File: config.mk
export PLATFORM = sky130hd
export DESIGN_NAME = rr_port_scheduler_flat
export DESIGN_NICKNAME = d
export VERILOG_FILES = /design/src/rtl/rr_port_scheduler_if.sv /design/src/rtl/rr_port_scheduler.sv /design/src/flat_wrapper.sv
export SDC_FILE = /design/constraint.sdc
export NUM_CORES = 1
export LEC_CHECK = 0
export BUFFER_PORTS_ARGS = -buffer_cell sky130_fd_sc_hd__buf_2
export CORE_UTILIZATION = 55
export DETAILED_ROUTE_END_ITERATION = 6
export PLACE_DENSITY = 0.79
export SETUP_SLACK_MARGIN = 0.4
export SYNTH_ARGS = -nofsm -noshare
export SYNTH_HDL_FRONTEND = slang
export SYNTH_SLANG_ARGS = --single-unit
export TNS_END_PERCENT = 10
File: constraint.sdc
create_clock -name i_clk -period 12.3 [get_ports i_clk]
set_input_delay 2.46 -clock i_clk [delete_from_list [all_inputs] [get_ports i_clk]]
set_output_delay 2.46 -clock i_clk [all_outputs]
set_load 0.02 [all_outputs]
File: src/rtl/rr_port_scheduler_if.sv
// Handshake bundle between the packet sources and the round-robin write-path scheduler.
// The master side drives requests and beats; the scheduler (slave) returns grant and status.
interface rr_port_scheduler_if #(
  parameter int PORTNUM = 16,
  parameter int MAXBEAT = 32
);
  localparam int SEL_W = (PORTNUM > 1) ? $clog2(PORTNUM) : 1;
  localparam int LEN_W = $clog2(MAXBEAT) + 1;

  logic [PORTNUM-1:0] i_req;
  logic               i_dst_ready;
  logic               i_vld;
  logic               i_eop;
  logic               o_port_ready;
  logic [PORTNUM-1:0] o_grant;
  logic [SEL_W-1:0]   o_sel;
  logic               o_done;
  logic               o_abort;
  logic [LEN_W-1:0]   o_len;

  modport master (
    output i_req, i_dst_ready, i_vld, i_eop,
    input  o_port_ready, o_grant, o_sel, o_done, o_abort, o_len
  );

  modport slave (
    input  i_req, i_dst_ready, i_vld, i_eop,
    output o_port_ready, o_grant, o_sel, o_done, o_abort, o_len
  );
endinterface

File: src/rtl/rr_port_scheduler.sv
// Round-robin scheduler granting one input port at a time the cache write path for a whole
// packet, ending it on eop, on an idle timeout, or when the packet grows past MAXBEAT beats.
module rr_port_scheduler #(
  parameter int PORTNUM = 16,
  parameter int TIMEOUT = 64,
  parameter int MAXBEAT = 32
) (
  input  logic                 i_clk,
  input  logic                 i_rst_n,
  rr_port_scheduler_if.slave   bus
);
  localparam int SEL_W  = (PORTNUM > 1) ? $clog2(PORTNUM) : 1;
  localparam int LEN_W  = $clog2(MAXBEAT) + 1;
  localparam int IDLE_W = $clog2(TIMEOUT + 1);

  typedef enum logic {S_IDLE, S_XFER} state_t;

  state_t             state_q,    state_d;
  logic [PORTNUM-1:0] grant_q,    grant_d;
  logic [SEL_W-1:0]   sel_q,      sel_d;
  logic [SEL_W-1:0]   last_sel_q, last_sel_d;
  logic               done_q,     done_d;
  logic               abort_q,    abort_d;
  logic [LEN_W-1:0]   len_q,      len_d;
  logic [LEN_W-1:0]   beat_cnt_q, beat_cnt_d;
  logic [IDLE_W-1:0]  idle_cnt_q, idle_cnt_d;
  logic [SEL_W-1:0]   pick;
  logic               pkt_end;

  // First requesting port strictly after 'last', wrapping past PORTNUM-1 to 0.
  function automatic logic [SEL_W-1:0] rr_pick(input logic [PORTNUM-1:0] req,
                                               input logic [SEL_W-1:0]   last);
    logic [SEL_W-1:0]   sel;
    logic [PORTNUM-1:0] sh;
    logic               found;
    int                 idx;
    sel   = '0;
    found = 1'b0;
    for (int k = 1; k <= PORTNUM; k++) begin
      idx = (int'(last) + k) % PORTNUM;
      sh  = req >> idx;
      if (!found && sh[0]) begin
        found = 1'b1;
        sel   = SEL_W'(idx);
      end
    end
    return sel;
  endfunction

  assign pick = rr_pick(bus.i_req, last_sel_q);

  always_comb begin
    state_d    = state_q;
    grant_d    = grant_q;
    sel_d      = sel_q;
    last_sel_d = last_sel_q;
    done_d     = 1'b0;
    abort_d    = 1'b0;
    len_d      = len_q;
    beat_cnt_d = beat_cnt_q;
    idle_cnt_d = idle_cnt_q;
    pkt_end    = 1'b0;

    case (state_q)
      S_IDLE: begin
        if ((bus.i_req != '0) && bus.i_dst_ready) begin
          state_d       = S_XFER;
          sel_d         = pick;
          grant_d       = '0;
          grant_d[pick] = 1'b1;
          beat_cnt_d    = '0;
          idle_cnt_d    = '0;
        end
      end
      S_XFER: begin
        if (bus.i_vld) begin
          idle_cnt_d = '0;
          // A beat beyond MAXBEAT aborts even when it carries eop; an eop exactly at MAXBEAT completes.
          if (beat_cnt_q == LEN_W'(MAXBEAT)) begin
            pkt_end = 1'b1;
            abort_d = 1'b1;
            len_d   = LEN_W'(MAXBEAT);
          end else if (bus.i_eop) begin
            pkt_end = 1'b1;
            done_d  = 1'b1;
            len_d   = beat_cnt_q + LEN_W'(1);
          end else begin
            beat_cnt_d = beat_cnt_q + LEN_W'(1);
          end
        end else if (idle_cnt_q == IDLE_W'(TIMEOUT - 1)) begin
          pkt_end = 1'b1;
          abort_d = 1'b1;
          len_d   = beat_cnt_q;
        end else begin
          idle_cnt_d = idle_cnt_q + IDLE_W'(1);
        end

        if (pkt_end) begin
          state_d    = S_IDLE;
          grant_d    = '0;
          last_sel_d = sel_q;
        end
      end
      default: begin
        state_d = S_IDLE;
        grant_d = '0;
      end
    endcase
  end

  always_ff @(posedge i_clk) begin
    if (!i_rst_n) begin
      state_q    <= S_IDLE;
      grant_q    <= '0;
      sel_q      <= '0;
      last_sel_q <= SEL_W'(PORTNUM - 1);
      done_q     <= 1'b0;
      abort_q    <= 1'b0;
      len_q      <= '0;
      beat_cnt_q <= '0;
      idle_cnt_q <= '0;
    end else begin
      state_q    <= state_d;
      grant_q    <= grant_d;
      sel_q      <= sel_d;
      last_sel_q <= last_sel_d;
      done_q     <= done_d;
      abort_q    <= abort_d;
      len_q      <= len_d;
      beat_cnt_q <= beat_cnt_d;
      idle_cnt_q <= idle_cnt_d;
    end
  end

  // Ready is forced high while reset is held so sources never see a stale XFER state.
  assign bus.o_port_ready = (state_q == S_IDLE) || !i_rst_n;
  assign bus.o_grant      = grant_q;
  assign bus.o_sel        = sel_q;
  assign bus.o_done       = done_q;
  assign bus.o_abort      = abort_q;
  assign bus.o_len        = len_q;
endmodule

File: src/flat_wrapper.sv
// flat-port wrapper written by rule: the top's interface ports become plain ports
module rr_port_scheduler_flat 
#(
  parameter int PORTNUM = 16,
  parameter int TIMEOUT = 64,
  parameter int MAXBEAT = 32
)
  (i_clk, i_rst_n, bus_i_req, bus_i_dst_ready, bus_i_vld, bus_i_eop, bus_o_port_ready, bus_o_grant, bus_o_sel, bus_o_done, bus_o_abort, bus_o_len);
  rr_port_scheduler_if #(.PORTNUM(PORTNUM), .MAXBEAT(MAXBEAT)) bus_i ();
  input  logic i_clk;
  input  logic i_rst_n;
  input wire logic [$bits(bus_i.i_req)-1:0] bus_i_req;
  input wire logic [$bits(bus_i.i_dst_ready)-1:0] bus_i_dst_ready;
  input wire logic [$bits(bus_i.i_vld)-1:0] bus_i_vld;
  input wire logic [$bits(bus_i.i_eop)-1:0] bus_i_eop;
  output wire logic [$bits(bus_i.o_port_ready)-1:0] bus_o_port_ready;
  output wire logic [$bits(bus_i.o_grant)-1:0] bus_o_grant;
  output wire logic [$bits(bus_i.o_sel)-1:0] bus_o_sel;
  output wire logic [$bits(bus_i.o_done)-1:0] bus_o_done;
  output wire logic [$bits(bus_i.o_abort)-1:0] bus_o_abort;
  output wire logic [$bits(bus_i.o_len)-1:0] bus_o_len;
  assign bus_i.i_req = bus_i_req;
  assign bus_i.i_dst_ready = bus_i_dst_ready;
  assign bus_i.i_vld = bus_i_vld;
  assign bus_i.i_eop = bus_i_eop;
  assign bus_o_port_ready = bus_i.o_port_ready;
  assign bus_o_grant = bus_i.o_grant;
  assign bus_o_sel = bus_i.o_sel;
  assign bus_o_done = bus_i.o_done;
  assign bus_o_abort = bus_i.o_abort;
  assign bus_o_len = bus_i.o_len;
  rr_port_scheduler #(.PORTNUM(PORTNUM), .TIMEOUT(TIMEOUT), .MAXBEAT(MAXBEAT)) u_core (.i_clk(i_clk), .i_rst_n(i_rst_n), .bus(bus_i));
endmodule
==> out/qor.txt, run 1 <==
status = complete, no violations
Die ar. = 8730 µm²
top cells by count, synth = nor2_1 (56), nand2_1 (55), dfxtp_1 (46)
Design Power = 0.569 mW
Layout Nets = 591
fin crit share = 0.457
critical path arrival = 5.81 ns
Clock Latency Late Sink = 0.30 ns
number of synthesized register bits = 46
pre-CTS setup slack = 6.49 ns
Critical Path RT = 12.49 ns
initial drt markers = 437
input/output buffers = 49
fin cells = 662
CTS tree = built
Placeable Area = 7890 µm²
CP Class = in -> reg
post-route ant nets = 0
Hold Path Cell Cnt = 2
routed vias/inst = 6.70
Synth area leaders = dfxtp_1 (20%), mux4_2 (12%), mux2i_1 (8.7%)
Synth Instances = 526
largest net degree at the start of global routing = 30
Crit path largest cell delay = 0.58 ns
Hold Crit Start = u_core.bus.o_grant[7]$_SDFFE_PN0P_
dominant synthesized flop cell = dfxtp_1
# rows = 32
die height = 93.4 µm
CP Launch Type = primary input
cell count after placement = 654
Starting Density = 0.583
dominant cell type by area after synthesis = dfxtp_1
crit-path max FO = 10
first-pass GRT wire length = 21400 µm
Reg2Reg Launch Point = u_core.last_sel_q[1]$_SDFFE_PN1P_
clock sinks = 46
Area growth syn-to-layout = 7.86%
H-tree levels = 2
most frequent cell after synthesis = nor2_1
initial antenna violation count = 0
setup TNS = 0 ns
type of destination of the critical path = flop
Worst VDD drop = 0.0757 mV
I/O pin count = 50
Worst path slowest cell = mux4_2
RSZ-0062 raised after global routing = no
hold worst-path end = u_core.bus.o_grant[7]$_SDFFE_PN0P_
synthesized area per cell = 8.74 µm²
Congestion Overflow GR = 0
post-layout util = 0.629
Worst Clk Skew = 0.0108 ns
vias post-DR = 4437
post-detailed-routing wire length = 13200 µm
Yosys top cell area share = 0.200
ys async rst share = 0
Final GP Congestion = 1.03
layout cells sized above 1 = 0.234
Yosys cell types = 76
yosys warns = 0
antenna cell count = 0
worst hold slack = 0.457 ns
syn nets = 558
Final Instance Area = 4960 µm²
Leak = 1.91 nW
Max Fclk = 178 MHz
clk slew on worst S/H paths = 0.09 ns
worst hold path type = reg -> reg
CP startpoint = bus_i_req[13]
Worst Max-Slew Pin Slew = 1.20 ns
PostCTS Resize Cnt = 0
worst rel slew slack = 0.193
final setup margin = 6.68 ns
first drt pass iteration count = 5
Die Width = 93.4 µm
Cell Area, Placed = 4850 µm²
Post-CTS Setup Bufs = 0
FF-to-FF End = u_core.bus.o_grant[4]$_SDFFE_PN0P_
r2r setup slk = 7.04 ns
total CTS buffers = 5
clock root cell = clkbuf_8
Seq/Total Area, Yosys = 0.200
Slew Limit Fails = 0
HPWL after DPL = 9890 µm
final setup violation count = 0
Final min period = 5.62 ns
final hold vios = 0
EDFF count, synth = 0
hold buffers post-CTS = 0
crit-path cells = buf_2 -> mux4_2 -> mux2_4 -> mux2i_4 -> and3_1 -> nand3b_1 -> o21bai_1 -> a22o_1 -> a21oi_1 -> nor3_2 -> a22o_1
vias in the first global route = 4141
worst-case clock buffer depth = 2
most used cell, CP = a22o_1
Post-Syn Area = 4600 µm²
DRC Markers = 0
GRT Total Usage = 0.315
R2R cell count = 13
Power Density = 115 nW/µm²
WL per Instance = 20.0 µm
max cap viols = 0
cell families (layout without fill, tap and decap cells):
group                    count (synthesis)  in the layout  share of synthesized area
adder cells (fa/ha/maj)                 11             11                     0.0299
flip-flops                              46             46                      0.200
XOR/XNOR                                18             18                     0.0408
buffers and inverters                   38             72                     0.0430
AO/OA/AOI/OAI                          138            138                      0.218
multiplexers                            80             80                      0.253
AND/OR/NAND/NOR                        195            195                      0.215
final cells by class:
| class | count | area (µm²) |
|---|---|---|
| sequential | 46 | 921 |
| fill | 677 | 2930 |
| inverter | 11 | 41.3 |
| clock buffer | 6 | 72.6 |
| clock inverter | 2 | 37.5 |
| tap | 102 | 128 |
| multi-input combinational | 442 | 3480 |
| timing repair buffer | 53 | 275 |
routing by layer:
| layer | vias to the layer above | part of all wire | routed length [µm] | global-route usage |
|---|---|---|---|---|
| met5 | - | 0 | 0 | 0 |
| met1 | 2134 | 0.43 | 5650 | 0.424 |
| li1 | 2055 | - | - | - |
| met3 | 29 | 0.078 | 1040 | 0.0715 |
| met4 | 0 | 0.024 | 318 | 0.0987 |
| met2 | 219 | 0.47 | 6220 | 0.501 |
critical path: cells and delay by family:
kind	cells	cell delay, ns
buffers and inverters	1	0.14
muxes	3	1.17
and+or+nand+nor	3	0.84
AOI/OAI and AO/OA	4	1.19
sequential cells by signal (all words and copies together) (netlist names), 4 cells and up:
register	count
u_core.beat_cnt_q	6
u_core.bus.o_grant	16
u_core.bus.o_len	6
u_core.bus.o_sel	4
u_core.idle_cnt_q	7
u_core.last_sel_q	4
where the power goes:
| group | total [mW] | switching, mW | internal [mW] |
|---|---|---|---|
| registers | 0.163 | 0.00678 | 0.156 |
| logic | 0.294 | 0.185 | 0.109 |
| clock network | 0.112 | 0.0513 | 0.0607 |
worst max-delay path by stage:
stage | end | slack (ns) | cells after the start
3_5_place_dp | u_core.bus.o_grant[10]$_SDFFE_PN0P_ | 6.49 | 11
3_3_place_gp | u_core.bus.o_grant[9]$_SDFFE_PN0P_ | 6.49 | 11
6_report | u_core.bus.o_grant[10]$_SDFFE_PN0P_ | 6.68 | 11
5_1_grt | u_core.bus.o_grant[4]$_SDFFE_PN0P_ | 6.50 | 11
4_1_cts | u_core.bus.o_grant[10]$_SDFFE_PN0P_ | 6.79 | 11
2_1_floorplan | bus_o_port_ready | 6.94 | 2
layout by cell type, fill, tap and decap left out, types with 4 or more instances in the layout:
| master | synthesis | layout |
|---|---|---|
| nor4_1 | 4 | 4 |
| mux2i_1 | 40 | 40 |
| o21a_1 | 4 | 4 |
| nor2b_1 | 6 | 6 |
| a22o_1 | 7 | 7 |
| nand4_1 | 5 | 5 |
| a31oi_1 | 5 | 5 |
| o31ai_1 | 6 | 6 |
| nor3_1 | 6 | 6 |
| a22oi_1 | 5 | 5 |
| o31ai_2 | 5 | 5 |
| nand3b_1 | 4 | 4 |
| xnor2_1 | 6 | 6 |
| nand3_1 | 16 | 16 |
| and2_1 | 4 | 4 |
| o211ai_1 | 6 | 6 |
| nand2b_1 | 7 | 7 |
| xnor2_2 | 4 | 4 |
| o221ai_1 | 5 | 5 |
| mux2_2 | 10 | 10 |
| a21oi_1 | 27 | 27 |
| o21ai_0 | 22 | 22 |
| a211oi_1 | 10 | 10 |
| clkbuf_8 | 0 | 5 |
| a21o_1 | 4 | 4 |
| inv_1 | 10 | 10 |
| ha_1 | 11 | 11 |
| nor3b_1 | 5 | 4 |
| nor2_1 | 56 | 56 |
| buf_2 | 8 | 49 |
| a32o_1 | 4 | 4 |
| dfxtp_1 | 46 | 46 |
| buf_4 | 1 | 4 |
| nor3_2 | 4 | 4 |
| xor2_1 | 8 | 8 |
| nand2_1 | 55 | 55 |
| and3_1 | 7 | 7 |
| mux4_2 | 25 | 25 |
Power figures use the tool's default switching activity.
==> run 2: changes to the inputs <==
clock period = 5.87 ns   (was 12.3 ns; I/O delays follow)
==> run 2 against run 1 <==
  * Combinational power rose by 110%
  * Clock power rose to 2.6 times the previous value
  * Utilization rose by 0.60 points
  * Critical path depth rose by 1
  * Clock skew fell by 0.0055 ns
  * Sequential power rose by 110%
  * Setup slack got worse by 5.5 ns
  * Clock-buffer cell count did not move
  * Die area did not move
  * Wire length fell by 2.0%
  * Flip-flop and latch count did not move
  * Global-route usage fell by 1.1 points
==> out/qor.txt, run 2 (synthesis results as in run 1) <==
Clock power frac = 0.232 (was 0.197)
routed vias/inst = 6.67 (was 6.70)
cell count after placement = 656 (was 654)
Congestion Overflow GR = 0 (unchanged)
max FFs per register = 16 (unchanged)
CTS tree = built (unchanged)
Starting Density = 0.583 (unchanged)
fin crit share = 0.799
final setup margin = 1.18 ns (was 6.68 ns)
combinational share of power = 0.494 (was 0.517)
sw power = 0.501 mW (was 0.243 mW)
most frequent cells in the layout = nor2_1 (56), nand2_1 (55), buf_2 (49) (unchanged)
vias in the first global route = 4110 (was 4141)
RSZ-0062 raised after global routing = no (unchanged)
Design Power = 1.24 mW (was 0.569 mW)
met2 Track Usage GR = 0.496 (was 0.501)
CP Launch Type = flop (was primary input)
post-route ant nets = 0 (unchanged)
Net Sw Frac = 0.404 (was 0.428)
met1 global-route usage = 0.412 (was 0.424)
Crit path largest cell delay = 0.99 ns (was 0.58 ns)
Hold Crit Start = u_core.bus.o_grant[4]$_SDFFE_PN0P_ (was u_core.bus.o_grant[7]$_SDFFE_PN0P_)
Die Width = 93.4 µm (unchanged)
Slew Limit Fails = 0 (unchanged)
Reg2Reg Launch Point = u_core.last_sel_q[1]$_SDFFE_PN1P_ (unchanged)
type of destination of the critical path = flop (unchanged)
crit-path cells = inv_1 -> ha_1 -> mux4_2 -> mux2_2 -> mux2i_4 -> and3_1 -> nand3b_1 -> o21bai_1 -> a22o_1 -> a21oi_1 -> nor3_2 -> a22o_1 (was buf_2 -> mux4_2 -> mux2_4 -> mux2i_4 -> and3_1 -> nand3b_1 -> o21bai_1 -> a22o_1 -> a21oi_1 -> nor3_2 -> a22o_1)
Leak = 1.94 nW (was 1.91 nW)
clk slew on worst S/H paths = 0.08 ns (was 0.09 ns)
worst rel slew slack = 0.276 (was 0.193)
max cap viols = 0 (unchanged)
worst hold path type = reg -> reg (unchanged)
H-tree levels = 2 (unchanged)
Die ar. = 8730 µm² (unchanged)
Final min period = 4.69 ns
initial antenna violation count = 0 (unchanged)
first-pass GRT wire length = 20800 µm (was 21400 µm)
total CTS buffers = 5 (unchanged)
crit-path max FO = 20 (was 10)
Post-CTS Setup Bufs = 0 (unchanged)
most used cell, CP = a22o_1 (unchanged)
GRT Total Usage = 0.304 (was 0.315)
r2r setup slk = 1.18 ns (was 7.04 ns)
DRC Markers = 0 (unchanged)
post-detailed-routing wire length = 13000 µm (was 13200 µm)
R2R cell count = 12 (was 13)
WL per Instance = 19.5 µm (was 20.0 µm)
met3 Usage GRT = 0.0504 (was 0.0715)
final setup violation count = 0 (unchanged)
Layout Nets = 593 (was 591)
Critical Path RT = 6.06 ns (was 12.49 ns)
pre-CTS setup slack = 1.33 ns (was 6.49 ns)
Worst path slowest cell = ha_1 (was mux4_2)
setup TNS = 0 ns (unchanged)
fin cells = 664 (was 662)
Hold Path Cell Cnt = 2 (unchanged)
status = complete, no violations (unchanged)
antenna cell count = 0 (unchanged)
hold worst-path end = u_core.bus.o_grant[4]$_SDFFE_PN0P_ (was u_core.bus.o_grant[7]$_SDFFE_PN0P_)
CP Class = reg -> reg (was in -> reg)
largest net degree at the start of global routing = 29 (was 30)
I/O pin count = 50 (unchanged)
Placeable Area = 7890 µm² (unchanged)
# rows = 32 (unchanged)
initial drt markers = 508 (was 437)
Area growth syn-to-layout = 8.90% (was 7.86%)
worst-case clock buffer depth = 2 (unchanged)
Worst Clk Skew = 0.00535 ns (was 0.0108 ns)
Final GP Congestion = 0.979 (was 1.03)
layout cells sized above 1 = 0.238 (was 0.234)
clock root cell = clkbuf_8 (unchanged)
commonest non-fill, non-tap cell in the layout = nor2_1 (unchanged)
Max Fclk = 213 MHz
GRT Max-Usage Layer = met2 (unchanged)
input/output buffers = 49 (unchanged)
Cell Area, Placed = 4860 µm² (was 4850 µm²)
Clock Latency Late Sink = 0.30 ns (about the same)
HPWL after DPL = 9680 µm (was 9890 µm)
FF-to-FF End = u_core.bus.o_grant[10]$_SDFFE_PN0P_ (was u_core.bus.o_grant[4]$_SDFFE_PN0P_)
internal power = 0.739 mW (was 0.326 mW)
Worst VDD drop = 0.155 mV (was 0.0757 mV)
Final Instance Area = 5010 µm² (was 4960 µm²)
Power Density = 248 nW/µm² (was 115 nW/µm²)
first drt pass iteration count = 5 (unchanged)
critical path arrival = 4.88 ns (was 5.81 ns)
die height = 93.4 µm (unchanged)
Worst Max-Slew Pin Slew = 1.08 ns (was 1.20 ns)
clock sinks = 46 (unchanged)
vias post-DR = 4426 (was 4437)
Flop pwr share = 0.274 (was 0.286)
final hold vios = 0 (unchanged)
PostCTS Resize Cnt = 0 (unchanged)
hold buffers post-CTS = 0 (unchanged)
## run 2: cell types whose count changed in the layout (fill, tap and decap cells not counted), sizes merged
cell / previous run / this run
bufinv: 1 / 2
clkinvlp: 1 / 0
buf: 53 / 55
## run 2: area by class of cell
class / instances / area [µm²]
fill: 668 / 2880
clock inverter: 2 / 60.1
clock buffer: 6 / 82.6
multi-input combinational: 442 / 3480
sequential: 46 / 921
tap: 102 / 128
timing repair buffer: 55 / 290
inverter: 11 / 41.3
## run 2: per-stage QoR
step | hold WS [ns] | utilization
after floorplan | 0.479 | -
after global routing | 0.487 | 0.635
after global placement | 0.431 | 0.617
after CTS | 0.462 | 0.635
final | 0.456 | 0.635
after detailed placement | 0.442 | 0.617
## run 2: worst max-delay path by stage
stage	depth (start not counted)	from	endpoint	slack (ns)
after detailed placement	12	u_core.last_sel_q[1]$_SDFFE_PN1P_	u_core.bus.o_grant[10]$_SDFFE_PN0P_	1.33
after global routing	12	u_core.last_sel_q[1]$_SDFFE_PN1P_	u_core.bus.o_grant[8]$_SDFFE_PN0P_	0.99
final	12	u_core.last_sel_q[1]$_SDFFE_PN1P_	u_core.bus.o_grant[10]$_SDFFE_PN0P_	1.18
after CTS	12	u_core.last_sel_q[1]$_SDFFE_PN1P_	u_core.bus.o_grant[10]$_SDFFE_PN0P_	1.23
after global placement	12	u_core.last_sel_q[1]$_SDFFE_PN1P_	u_core.bus.o_grant[9]$_SDFFE_PN0P_	1.35
after floorplan	16	u_core.last_sel_q[1]$_SDFFE_PN1P_	u_core.bus.o_grant[5]$_SDFFE_PN0P_	1.76
## run 2: power by group through the flow
stage	Sequential [mW]	Combinational, mW	Clock, mW
after floorplan	0.359	0.439	0
after global placement	0.346	0.587	0
after detailed placement	0.346	0.591	0
after CTS	0.339	0.597	0.292
after global routing	0.341	0.652	0.306
final	0.339	0.613	0.288
## run 2: critical path, delay by kind of cell (launching register included)
kind | cells | cell delay [ns]
simple gates | 3 | 0.84
buf+inv | 1 | 0.18
fa+ha+maj | 1 | 0.99
flops | 1 | 0.33
mux | 3 | 1.03
compound gates | 4 | 1.19
## run 2: per-layer routing
metal | vias up | wire length (µm)
met1 | 2104 | 5590
met4 | 0 | 328
met3 | 30 | 1110
met5 | - | 0
li1 | 2065 | -
met2 | 227 | 5940
